`src/rtl/dca_lsu_row_packer.sv`:
```
// dca_lsu_row_packer: converts LSU rows to 32-bit-per-column slots and
// packs ROWS_PER_BEAT of them into output beats through a 2-entry FIFO.
module dca_lsu_row_packer #(
    parameter int NUM_COL       = 4,
    parameter int BW_ELEMENT    = 32,
    parameter int ROWS_PER_BEAT = 2,
    parameter int BW_TXN_INFO   = 8
) (
    input  logic                                  clk,
    input  logic                                  rstnn,
    input  logic                                  in_valid,
    output logic                                  in_ready,
    input  logic [BW_ELEMENT*NUM_COL-1:0]         in_data,
    input  logic [2:0]                            in_size,
    input  logic                                  in_signed,
    input  logic [NUM_COL-1:0]                    in_col_mask,
    input  logic                                  in_last,
    input  logic [BW_TXN_INFO-1:0]                in_txn_info,
    output logic                                  out_valid,
    input  logic                                  out_ready,
    output logic [32*NUM_COL*ROWS_PER_BEAT-1:0]   out_data,
    output logic [ROWS_PER_BEAT-1:0]              out_row_valid,
    output logic                                  out_last,
    output logic [BW_TXN_INFO-1:0]                out_txn_info,
    output logic                                  busy
);

    localparam int BW_SLOT = 32 * NUM_COL;
    localparam int BW_OUT  = BW_SLOT * ROWS_PER_BEAT;
    localparam int CW      = (ROWS_PER_BEAT > 1) ? $clog2(ROWS_PER_BEAT) : 1;
    localparam int EW      = 1 + BW_TXN_INFO + ROWS_PER_BEAT + BW_OUT;

    logic [NUM_COL-1:0][31:0]                ext;
    logic [BW_SLOT-1:0]                      row;
    logic [ROWS_PER_BEAT-1:0][BW_SLOT-1:0]   asm_data;
    logic [ROWS_PER_BEAT-1:0]                asm_rv;
    logic [CW-1:0]                           cnt;
    logic [ROWS_PER_BEAT-1:0][BW_SLOT-1:0]   beat_data;
    logic [ROWS_PER_BEAT-1:0]                beat_rv;
    logic [EW-1:0]                           q0;
    logic [EW-1:0]                           q1;
    logic [EW-1:0]                           new_entry;
    logic [1:0]                              count;
    logic                                    acc;
    logic                                    close;
    logic                                    push;
    logic                                    pop;

    // Widen every element to 32 bits (sign or zero) and apply the column mask
    always_comb begin
        ext = '0;
        for (int c = 0; c < NUM_COL; c++) begin
            ext[c] = {32{in_signed & in_data[BW_ELEMENT*c + BW_ELEMENT-1]}};
            ext[c][BW_ELEMENT-1:0] = in_data[BW_ELEMENT*c +: BW_ELEMENT];
            if (!in_col_mask[c]) begin
                ext[c] = '0;
            end
        end
    end

    // One candidate slot layout per packed width; the low W bits of the
    // widened element are exactly the truncated or extended field
    for (genvar s = 0; s < 6; s++) begin : g_sz
        localparam int W = 1 << s;
        logic [BW_SLOT-1:0] cand;

        // Place each column field at W*c with zero fill above
        always_comb begin
            cand = '0;
            for (int c = 0; c < NUM_COL; c++) begin
                cand[W*c +: W] = ext[c][W-1:0];
            end
        end
    end

    // Pick the layout for the requested size; sizes 5..7 all mean 32 bits
    always_comb begin
        case (in_size)
            3'd0:    row = g_sz[0].cand;
            3'd1:    row = g_sz[1].cand;
            3'd2:    row = g_sz[2].cand;
            3'd3:    row = g_sz[3].cand;
            3'd4:    row = g_sz[4].cand;
            default: row = g_sz[5].cand;
        endcase
    end

    assign acc   = in_valid && in_ready;
    assign close = in_last || (cnt == CW'(ROWS_PER_BEAT-1));
    assign push  = acc && close;
    assign pop   = out_valid && out_ready;

    // Beat contents as they would be with the incoming row merged in
    always_comb begin
        beat_data      = asm_data;
        beat_rv        = asm_rv;
        beat_data[cnt] = row;
        beat_rv[cnt]   = 1'b1;
    end

    assign new_entry = {in_last, in_txn_info, beat_rv, beat_data};

    // Assembly register: accumulate rows, clear when the beat is handed off
    always_ff @(posedge clk) begin
        if (!rstnn) begin
            asm_data <= '0;
            asm_rv   <= '0;
            cnt      <= '0;
        end else if (acc) begin
            if (close) begin
                asm_data <= '0;
                asm_rv   <= '0;
                cnt      <= '0;
            end else begin
                asm_data <= beat_data;
                asm_rv   <= beat_rv;
                cnt      <= cnt + 1'b1;
            end
        end
    end

    // Two-entry FIFO with q0 as the head; outputs come straight from q0
    always_ff @(posedge clk) begin
        if (!rstnn) begin
            q0    <= '0;
            q1    <= '0;
            count <= '0;
        end else begin
            case ({push, pop})
                2'b10: begin
                    if (count == 2'd0) begin
                        q0 <= new_entry;
                    end else begin
                        q1 <= new_entry;
                    end
                    count <= count + 2'd1;
                end
                2'b01: begin
                    q0    <= q1;
                    count <= count - 2'd1;
                end
                2'b11: begin
                    q0 <= new_entry;
                end
                default: begin
                end
            endcase
        end
    end

    assign in_ready      = (count != 2'd2);
    assign out_valid     = (count != 2'd0);
    assign out_data      = q0[BW_OUT-1:0];
    assign out_row_valid = q0[BW_OUT +: ROWS_PER_BEAT];
    assign out_txn_info  = q0[BW_OUT+ROWS_PER_BEAT +: BW_TXN_INFO];
    assign out_last      = q0[EW-1];
    assign busy          = (|asm_rv) || out_valid;

endmodule
```
`config.mk`:
```
export PLATFORM = sky130hd
export DESIGN_NAME = dca_lsu_row_packer
export DESIGN_NICKNAME = d
export VERILOG_FILES = /design/src/rtl/dca_lsu_row_packer.sv
export SDC_FILE = /design/constraint.sdc
export NUM_CORES = 2
export LEC_CHECK = 0
export CORE_MARGIN = 1
export CORE_UTILIZATION = 50
export CTS_BUF_LIST = sky130_fd_sc_hd__clkbuf_8
export CTS_CLUSTER_SIZE = 30
export DETAILED_ROUTE_END_ITERATION = 7
export MAX_ROUTING_LAYER = met4
export PLACE_DENSITY = 0.76
export SYNTH_ARGS = -nofsm -noshare
export SYNTH_HDL_FRONTEND = slang
export SYNTH_SLANG_ARGS = --single-unit
```
`constraint.sdc`:
```
create_clock -name clk -period 2.54 [get_ports clk]
set_input_delay 0.635 -clock clk [delete_from_list [all_inputs] [get_ports clk]]
set_output_delay 0.635 -clock clk [all_outputs]
set_load 0.02 [all_outputs]
```
==> metrics.csv <==
metric,value,unit
Post-synth ARST share,0,%
Seq cells post-synth,795,
clk buf depth,3,
unrepaired setup endpoints after global routing,true,
Peak VDD IR,0.5723,mV
die width,263.1,um
total gr overflow,0,
layout cells sized above 1,12.50,%
Mapped Cells,3974,
dpl cell area,41050,um2
drt wl/cell,22.18,um
failing checks,setup timing,
crit share post-route,100.2,%
core area,67280,um2
Die H,263.1,um
max-cap viol count,0,
Synth Warn #,0,
most common cell in the synthesized netlist,dfxtp_1,
Crit. End Element,primary output,
largest area contributor in the netlist,dfxtp_1,
Top Usage Layer GRT,met2,
residual DRC count,0,
Total GRT Usage,34.27,%
max-slew violations,0,
CTS Sinks,795,
DR iter-0 viols,4101,
LEAKAGE,16.19,nW
CTS Buf Count,133,
met3 Use GR,5.968,%
largest cells by area after synthesis,"dfxtp_1 47%, o21ai_0 5.6%, a21oi_1 5.6%",
"worst slack, placed",-0.3417,ns
post-DR vias/cell,6.284,
vias in the first global route,31380,
share of the synthesized area in the top cell type,46.68,%
num rows,95,
Worst Skew,0.02417,ns
"antenna viol nets, final",0,
DR vias,33720,
GR Util met2,51.60,%
post-synthesis sequential area ratio,46.68,%
GPL Wtd Cong,0.9414,
I/O Buffers,417,
Post-synth top flop,dfxtp_1,
grt met1 use,43.01,%
Synth Area per Inst,8.580,um2
# nets final,4558,
CTS Hold Bufs,0,
Post-synth EDFFs,0,
Commonest cells post-synth,"795 x dfxtp_1, 383 x o21ai_0, 381 x a21oi_1",
Power Dens Cells,983.0,nW/um2
Worst Max-Slew Pin Slew,0.7355,ns
CTS tree,built,
initial antenna violation count,4,
critical path type,register to primary output,
"Area growth, synth to finish",27.55,%
post-synthesis cell area,34100,um2
design area,43490,um2
first-pass GRT wire length,183200,um
final WL,119000,um
Pre-antenna DRT Iters,6,
Worst-Skew Late Latency,0.80,ns
Worst Path Max Fanout,5,
CP Launch Type,register,
arrival time worst endpoint,1.91,ns
H-tree depth,4,
fin crit period,2.545,ns
Initial Utilization,50.68,%
fmax,393.0,MHz
largest net degree at the start of global routing,168,
"Distinct cells, synth",65,
HPWL after DPL,77350,um
# IOs,419,
DIE AREA,69240,um2
"Net Count, Synth",4125,
clock slew at reported path FFs,0.06,ns
# setup viols final,1,
Final Hold Viols,0,
CP required,1.90,ns
HP Class,input port to register,
status,"complete, but fails checks",
Worst slew margin,50.97,%
root buffer cell,clkbuf_8,
Final Worst Setup Slack,-0.004819,ns
filler instances,5493,
==> final cells by class <==
| cell class | instances | area, um2 | area share (%) |
|---|---|---|---|
| Timing Repair Buffer | 734 | 7531 | 17.32 |
| Antenna cell | 4 | 10.01 | 0.02302 |
| Clock buffer | 157 | 2161 | 4.969 |
| Inverter | 13 | 63.81 | 0.1467 |
| Tap cell | 873 | 1092 | 2.512 |
| Multi-Input combinational cell | 2730 | 16430 | 37.77 |
| Clock inverter | 60 | 280.3 | 0.6445 |
| Sequential cell | 795 | 15920 | 36.61 |
==> routing by layer <==
layer / share of wire (%) / routed length (um)
met5: 0 / 0
met1: 40 / 47870
met4: 5.9 / 6995
met3: 8.9 / 10630
met2: 45 / 53530
==> final timing paths <==
| kind | startpoint | end | slack (ns) | depth (start not counted) |
|---|---|---|---|---|
| max | count[0] | busy | -0.005 | 3 |
| min | rstnn | q0[172] | 0.15 | 3 |
| max reg2reg | count[0] | q0[99] | 0.33 | 11 |
| min reg2reg | asm_data[233] | asm_data[233] | 0.45 | 1 |
==> flip-flops by register name, summed over array words and instances, names as in the netlist <==
name      cells
cnt           1
count         2
asm_rv        2
q0          267
asm_data    256
q1          267
==> kinds of logic after synthesis <==
family	Yosys count	share of synthesized area, %
xor gates and xnor gates	2	0.05139
and+or+nand+nor	1072	15.12
DFF	795	46.68
adders and majority gates	2	0.07338
muxes	69	2.026
AOI/OAI and AO/OA	1585	30.59
buffers and inverters	449	5.461
==> where the power goes <==
| group | leakage (nW) | internal, mW | switching (mW) |
|---|---|---|---|
| clock | 1.40 | 5.57 | 5.17 |
| sequential | 6.47 | 14.7 | 1.51 |
| combinational | 8.31 | 6.47 | 9.29 |
| total | 16.2 | 26.8 | 16.0 |
==> stage by stage <==
| stage | power (mW) | utilization (%) | TNS [ns] | hold slack [ns] | instances |
|---|---|---|---|---|---|
| 2_1_floorplan | 24.43 | - | 0 | 0.4209 | 3974 |
| 3_3_place_gp | 31.79 | 61.02 | -102.39 | 0.4335 | 5145 |
| 3_5_place_dp | 32.00 | 61.02 | -115.39 | 0.4351 | 5145 |
| 4_1_cts | 42.70 | 64.63 | -0.07383 | 0.07711 | 5362 |
| 5_1_grt | 44.58 | 64.64 | -0.03565 | 0.1381 | 5366 |
| 6_report | 42.75 | 64.64 | -0.004819 | 0.1537 | 5366 |
==> worst max-delay path: stages, from the launching register on <==
cell	delay (ns)
dfxtp_4	0.36
or2_4	0.26
or3_4	0.36
buf_6	0.15
==> timing repair <==
item / CTS / global route
endpoints found under the setup margin: 24 / 1
resized for setup: 39 / 0
cloned: 0 / 0
buffers inserted: 0 / 0
pin swaps: 1 / 0
==> layout by cell type (no fill, tap or decap), drive strengths merged, types with 69 or more instances in the layout <==
cell type and n:
a32oi 74, o21ai 393, and2 162, a21oi 382, nand3 173, a211oi 87, clkdlybuf4s50 392, mux2i 69
dfxtp 795, a221oi 84, nand2 225, a31oi 168, buf 320, clkbuf 157, nor2 331
Power figures use the tool's default switching activity.
